**src/rtl/cmd_fifo_writer_pkg.sv**
```systemverilog
// Shared definitions for the command FIFO write path: state encoding,
// reset polarity and the minimum recovery time after a write strobe.
package cmd_fifo_writer_pkg;

    // Write-side sequencer states.
    typedef enum logic [1:0] {
        WR_IDLE    = 2'd0,
        WR_SETUP   = 2'd1,
        WR_STROBE  = 2'd2,
        WR_RECOVER = 2'd3
    } wr_state_e;

    // Level of nrst that holds the block in reset.
    localparam logic RESET_ASSERTED = 1'b0;

    // Recovery must cover the two synchronizer flops plus one decision
    // cycle, so the full flag raised by our own write is seen before the
    // next accept.
    localparam int MIN_RECOVER = 3;

    // Width of the blocked-cycle counter.
    localparam int STALL_W = 16;

    // Recovery length actually used by the sequencer.
    function automatic int effective_recover(input int recover_cycles);
        return (recover_cycles > MIN_RECOVER) ? recover_cycles : MIN_RECOVER;
    endfunction

endpackage

```
**src/rtl/cmd_fifo_writer_sync2.sv**
```systemverilog
// Two-flop synchronizer for a single asynchronous flag. RST_VAL selects the
// level both stages take in reset, so a flag can be forced to its safe value.
module cmd_fifo_writer_sync2
    import cmd_fifo_writer_pkg::*;
#(
    parameter logic RST_VAL = 1'b0
) (
    input  logic clk,
    input  logic nrst,
    input  logic d,
    output logic q
);

    logic meta_q;
    logic meta_d;
    logic sync_q;
    logic sync_d;

    // Next values: first stage samples the raw input, second re-times it.
    always_comb begin
        meta_d = d;
        sync_d = meta_q;
    end

    // Synchronizer stages with synchronous reset to the safe level.
    always_ff @(posedge clk) begin
        if (nrst == RESET_ASSERTED) begin
            meta_q <= RST_VAL;
            sync_q <= RST_VAL;
        end else begin
            meta_q <= meta_d;
            sync_q <= sync_d;
        end
    end

    assign q = sync_q;

endmodule

```
**src/rtl/cmd_fifo_writer.sv**
```systemverilog
// Write side of the external byte-wide command FIFO. Takes bytes from a
// valid/ready producer and drives the FIFO bus with setup / strobe / recovery
// timing; never starts a write while the synchronized full flag is asserted.
module cmd_fifo_writer
    import cmd_fifo_writer_pkg::*;
#(
    parameter int SETUP_CYCLES   = 1,
    parameter int PULSE_CYCLES   = 2,
    parameter int RECOVER_CYCLES = 3,
    parameter int CNT_W          = 4
) (
    input  logic        clk,
    input  logic        nrst,
    input  logic        wr_valid,
    input  logic [7:0]  wr_data,
    output logic        wr_ready,
    input  logic        nff_in,
    output logic [7:0]  fifo_data,
    output logic        fifo_data_oe,
    output logic        fifo_nwr,
    output logic        busy,
    output logic [15:0] stall_count
);

    localparam int REC_CYCLES = effective_recover(RECOVER_CYCLES);

    // Counter load values: each phase lasts (load + 1) clocks.
    localparam logic [CNT_W-1:0] SETUP_LOAD = CNT_W'(SETUP_CYCLES - 1);
    localparam logic [CNT_W-1:0] PULSE_LOAD = CNT_W'(PULSE_CYCLES - 1);
    localparam logic [CNT_W-1:0] REC_LOAD   = CNT_W'(REC_CYCLES - 1);
    localparam logic [CNT_W-1:0] CNT_ONE    = CNT_W'(1);

    wr_state_e          state_q, state_d;
    logic [CNT_W-1:0]   cnt_q, cnt_d;
    logic [7:0]         data_q, data_d;
    logic               oe_q, oe_d;
    logic               nwr_q, nwr_d;
    logic               ready_q, ready_d;
    logic [STALL_W-1:0] stall_q, stall_d;
    logic               nff_s;
    logic               accept;

    // Increment that sticks at all-ones instead of wrapping.
    function automatic logic [STALL_W-1:0] sat_inc(input logic [STALL_W-1:0] v);
        return (v == {STALL_W{1'b1}}) ? v : v + STALL_W'(1);
    endfunction

    // Full flag is asynchronous; reset value 0 means "full" until proven otherwise.
    cmd_fifo_writer_sync2 #(
        .RST_VAL (1'b0)
    ) u_nff_sync (
        .clk  (clk),
        .nrst (nrst),
        .d    (nff_in),
        .q    (nff_s)
    );

    // Handshake completes only from IDLE with the registered ready.
    always_comb begin
        accept = (state_q == WR_IDLE) && wr_valid && ready_q;
    end

    // Sequencer next-state and bus/strobe outputs.
    always_comb begin
        state_d = state_q;
        cnt_d   = cnt_q;
        data_d  = data_q;
        oe_d    = oe_q;
        nwr_d   = nwr_q;
        ready_d = 1'b0;
        case (state_q)
            WR_IDLE: begin
                if (accept) begin
                    data_d  = wr_data;
                    oe_d    = 1'b1;
                    cnt_d   = SETUP_LOAD;
                    state_d = WR_SETUP;
                end else begin
                    ready_d = nff_s;
                end
            end
            WR_SETUP: begin
                if (cnt_q == '0) begin
                    nwr_d   = 1'b0;
                    cnt_d   = PULSE_LOAD;
                    state_d = WR_STROBE;
                end else begin
                    cnt_d = cnt_q - CNT_ONE;
                end
            end
            WR_STROBE: begin
                if (cnt_q == '0) begin
                    nwr_d   = 1'b1;
                    cnt_d   = REC_LOAD;
                    state_d = WR_RECOVER;
                end else begin
                    cnt_d = cnt_q - CNT_ONE;
                end
            end
            WR_RECOVER: begin
                // Data and oe stay up here to give the FIFO its hold time.
                if (cnt_q == '0) begin
                    oe_d    = 1'b0;
                    state_d = WR_IDLE;
                end else begin
                    cnt_d = cnt_q - CNT_ONE;
                end
            end
            default: begin
                nwr_d   = 1'b1;
                oe_d    = 1'b0;
                state_d = WR_IDLE;
            end
        endcase
    end

    // Sequencer registers; reset aborts any write in progress immediately.
    always_ff @(posedge clk) begin
        if (nrst == RESET_ASSERTED) begin
            state_q <= WR_IDLE;
            cnt_q   <= '0;
            data_q  <= 8'h00;
            oe_q    <= 1'b0;
            nwr_q   <= 1'b1;
            ready_q <= 1'b0;
        end else begin
            state_q <= state_d;
            cnt_q   <= cnt_d;
            data_q  <= data_d;
            oe_q    <= oe_d;
            nwr_q   <= nwr_d;
            ready_q <= ready_d;
        end
    end

    // Count idle cycles where the producer is waiting on a full FIFO.
    always_comb begin
        stall_d = stall_q;
        if ((state_q == WR_IDLE) && wr_valid && !nff_s) begin
            stall_d = sat_inc(stall_q);
        end
    end

    // Stall counter register.
    always_ff @(posedge clk) begin
        if (nrst == RESET_ASSERTED) begin
            stall_q <= '0;
        end else begin
            stall_q <= stall_d;
        end
    end

    assign wr_ready     = ready_q;
    assign fifo_data    = data_q;
    assign fifo_data_oe = oe_q;
    assign fifo_nwr     = nwr_q;
    assign busy         = (state_q != WR_IDLE);
    assign stall_count  = stall_q;

endmodule

```
**config.mk**
```make
export PLATFORM = sky130hd
export DESIGN_NAME = cmd_fifo_writer
export DESIGN_NICKNAME = d
export VERILOG_FILES = /design/src/rtl/cmd_fifo_writer_pkg.sv /design/src/rtl/cmd_fifo_writer_sync2.sv /design/src/rtl/cmd_fifo_writer.sv
export SDC_FILE = /design/constraint.sdc
export NUM_CORES = 1
export LEC_CHECK = 0
export CORE_ASPECT_RATIO = 0.7
export CORE_UTILIZATION = 49
export DETAILED_ROUTE_END_ITERATION = 6
export MAX_ROUTING_LAYER = met4
export PLACE_DENSITY = 0.84
export SYNTH_ARGS = -nofsm -noshare
export SYNTH_HDL_FRONTEND = slang
export SYNTH_SLANG_ARGS = --single-unit
```
**constraint.sdc**
```tcl
create_clock -name clk -period 2.5 [get_ports clk]
set_input_delay 0.5 -clock clk [delete_from_list [all_inputs] [get_ports clk]]
set_output_delay 0.5 -clock clk [all_outputs]
set_load 0.005 [all_outputs]
```
==> results.py <==
metrics = {
    "yosys": {
        "synthFlopType": "sky130_fd_sc_hd__dfxtp_1",
        "async_reset_ff_frac": 0,
        "number_of_register_bits_inferred_by_synthesis": 35,
        "synthXorXnorAreaFrac": 0,
        "synth.avg_cell_area_um2": 8.384,
        "synth_top_cells_by_count": "sky130_fd_sc_hd__dfxtp_1, sky130_fd_sc_hd__nand2_1, sky130_fd_sc_hd__a21oi_1",
        "synth.distinct_cells": 39,
        "synth-edff-count": 0,
        "synth_seq_area_share": 0.4037,
        "yosys_warnings": 0,
        "synth_fa_ha_area_frac": 0.05768,
        "synth_compound_gate_area_share": 0.1774,
        "synth_top_area_cell": "sky130_fd_sc_hd__dfxtp_1",
        "synth_fp_nets": 227,
        "post-synth-top-count-cell": "sky130_fd_sc_hd__dfxtp_1",
        "synth_top_family_by_area": "simple AND/OR/NAND/NOR gates",
        "synth_simple_gate_area_frac": 0.2819,
        "syn-instance-count": 207,
        "muxShareOfSynthArea": 0.04614,
        "netlist.area_leader.share": 0.4037,
        "post_synth_instance_area_mm2": 0.001735,
        "area_contributors_post_synth": "sky130_fd_sc_hd__dfxtp_1, sky130_fd_sc_hd__a21oi_1, sky130_fd_sc_hd__nand2_1",
    },
    "drt": {
        "route.detailed.wl_per_inst_um": 13.35,
        "drt-vias-per-instance": 5.650,
        "drc_errors": 0,
        "drtIter0Drc": 122,
        "routed_wirelength_mm": 4.005,
        "drt_pass1_iterations": 4,
        "route.antenna.remaining_nets": 0,
        "num_vias": 1695,
    },
    "clocking": {
        "clk-insertion-delay-late_ps": 280,
        "count_of_clock_tree_sinks": 35,
        "cts-htree-levels": 2,
        "cts_resized": 0,
        "numCtsBuffers": 5,
        "bufs_on_longest_clock_path": 2,
        "cts.hold.buffers_added": 0,
        "cts_tree": "yes",
        "post-cts-setup-buffer-count": 0,
        "ctsRootBufferMaster": "sky130_fd_sc_hd__clkbuf_8",
        "clk_transition_reported_paths_ps": 70,
    },
    "critical_path": {
        "critPathKind": "flip-flop to flip-flop",
        "crit_path_frequent_cell": "sky130_fd_sc_hd__or4_1",
        "timing.critical_path.fanout_max": 8,
        "setup.worst_path.start_class": "flip-flop",
        "critical_path.slowest_cell": "sky130_fd_sc_hd__or4_1",
        "total_buffers_and_inverters_traversed_by_the_critical_path": 1,
        "worstPathCellList": "inv_1 > ha_1 > nand3b_1 > or4_1 > or4_1 > a21oi_1",
        "critical_path_arrival_ps": 2450,
        "critical-path-top-delay-family": "simple AND/OR/NAND/NOR gates",
        "endpoint_kind_of_the_worst_setup_timing_path": "flip-flop",
        "worst-endpoint-required_ps": 2710,
        "max_stage_delay_ps": 620,
    },
    "flow_run": {
        "maxCapViolCount": 0,
    },
    "sta": {
        "worst_pin_slew_ps": 584.0,
        "slew_headroom": 0.6071,
        "finalWorstSetupSlack_ps": 266.5,
        "fin_setup_tns_ps": 0,
        "hold-worst-slack_ps": 451.9,
        "hold_viol": 0,
        "finalCritPeriodShare": 0.8934,
        "fmax_ghz": 0.4477,
        "finalCriticalPeriod_ps": 2234,
        "fin_worst_skew_ps": 3.412,
        "rsz0062_at_grt": "false",
        "finalMaxSlewViolations": 0,
        "report.final.setup_viol": 0,
    },
    "power": {
        "comb_power_share": 0.244,
        "vdd.ir_drop.worst_mv": 0.5052,
        "internal_power_uw": 969.7,
        "static-leakage-power_nw": 0.8022,
        "switching_share": 0.2885,
        "power.net_switching_uw": 393.2,
        "power_density_mw_per_mm2": 593.3,
        "clockPowerShare": 0.300,
        "seq_power_share": 0.456,
    },
    "die": {
        "die_height_um": 51.79,
        "core_area_mm2": 0.003254,
        "floorplan.initialDensity": 0.5333,
        "die_footprint_mm2": 0.003787,
        "number_of_cell_rows": 17,
        "boundaryPins": 40,
        "die_w_um": 73.13,
    },
    "cells_and_area": {
        "antenna_cells_inserted": 0,
        "final_net_count": 273,
        "drive_above_1_share": 0.06719,
        "sequential_cell_area_um2": 700.7,
        "final.fill_count": 266,
        "layout-area-overhead-vs-synth_pct": 32.37,
        "multi_input_area_um2": 977.2,
    },
    "placed_design": {
        "post-place-ws_ps": 85.56,
        "numPortBuffers": 39,
        "half_perimeter_wire_length_after_placement_mm": 2.806,
        "place_congestion": 0.8822,
    },
    "status": {
        "outcome": "completed",
    },
    "grt": {
        "grtUsageMet3": 0.06395,
        "met2_usage": 0.3657,
        "grt_pass1_wl_mm": 6.486,
        "first_global_vias": 1453,
        "grt_remaining_overflow": 0,
        "grt_use_met1": 0.2942,
        "grt_max_degree": 20,
        "initial_antenna_violation_count": 0,
        "grt.total_usage": 0.2330,
        "gr-max-usage-layer": "met2",
    },
    "min_path": {
        "hold_path_class": "flip-flop to flip-flop",
    },
}
## final cells by class
type | instances | area share
clock inverters | 1 | 0.002179
inverters | 8 | 0.01307
flip-flops and latches | 35 | 0.3050
clock buffers | 6 | 0.03595
well taps | 47 | 0.02560
repair buffers | 46 | 0.1928
multi-input cells | 157 | 0.4254
## sequential cells by signal (all words and copies together) (netlist names)
signal and cells:
fifo_data_oe 1, stall_count 16, state_q 2, fifo_data 8
wr_ready 1, u_nff_sync.q 1, fifo_nwr 1, u_nff_sync.meta_q 1
cnt_q 4
## worst min-delay path, stage by stage (launching register included)
cell                      delay [ps]
sky130_fd_sc_hd__dfxtp_1         310
sky130_fd_sc_hd__nand2_1          50
sky130_fd_sc_hd__a21oi_1          50
## through the flow
stage	util	instance area, µm²	cells	total power [mW]
after floorplan	-	1735	207	0.8248
after global placement	0.6790	2210	293	0.9593
after detailed placement	0.6790	2210	293	0.9605
after CTS	0.7059	2297	300	1.374
after global routing	0.7059	2297	300	1.426
final	0.7059	2297	300	1.363
## power by group through the flow
stage               clock [mW]  combinational, mW  sequential, mW
detailed placement           0              0.327           0.633
CTS                      0.421              0.331           0.622
global placement             0              0.327           0.633
global route             0.435              0.363           0.629
floorplan                    0              0.195           0.630
finish                   0.408              0.333           0.622
## layer usage
layer  vias up  part of all wire
met5         -                 0
met4         0            0.0077
met2        64              0.44
met3         6             0.071
met1       777              0.48
li1        848                 -
## path summary, 6_finish.rpt
check / from / endpoint / slack (ps) / cells past startpoint
max: state_q[1] / stall_count[15] / 270 / 6
min: fifo_data[4] / fifo_data[4] / 450 / 2
max reg2reg: state_q[1] / stall_count[15] / 270 / 6
min reg2reg: fifo_data[4] / fifo_data[4] / 450 / 2
## cells by family after synthesis
family | count (synthesis)
and+or+nand+nor | 90
AOI/OAI and AO/OA | 51
DFF | 35
adders and majority gates | 8
buffers and inverters | 15
muxes | 8
## layout by cell type (no fill, tap or decap), types with 2 or more instances in the layout
cell type                         count
sky130_fd_sc_hd__mux2i_1              8
sky130_fd_sc_hd__nand2_1             31
sky130_fd_sc_hd__o21ai_0              8
sky130_fd_sc_hd__nor3_1               8
sky130_fd_sc_hd__nor4_1               3
sky130_fd_sc_hd__nand4b_1             2
sky130_fd_sc_hd__nand3b_1             2
sky130_fd_sc_hd__a21oi_1             25
sky130_fd_sc_hd__a32o_1               2
sky130_fd_sc_hd__and2_1               4
sky130_fd_sc_hd__or3_1                3
sky130_fd_sc_hd__nand4_1              3
sky130_fd_sc_hd__o21ai_1              2
sky130_fd_sc_hd__a31oi_1              2
sky130_fd_sc_hd__or4_1                5
sky130_fd_sc_hd__clkdlybuf4s50_1     39
sky130_fd_sc_hd__o31ai_1              4
sky130_fd_sc_hd__nand2b_1             6
sky130_fd_sc_hd__buf_4                7
sky130_fd_sc_hd__and3_1               3
sky130_fd_sc_hd__and4_1               3
sky130_fd_sc_hd__nand3_1              8
sky130_fd_sc_hd__inv_1                8
sky130_fd_sc_hd__ha_1                 8
sky130_fd_sc_hd__clkbuf_8             6
sky130_fd_sc_hd__nor2_1               4
sky130_fd_sc_hd__dfxtp_1             35
Power figures use the tool's default switching activity.
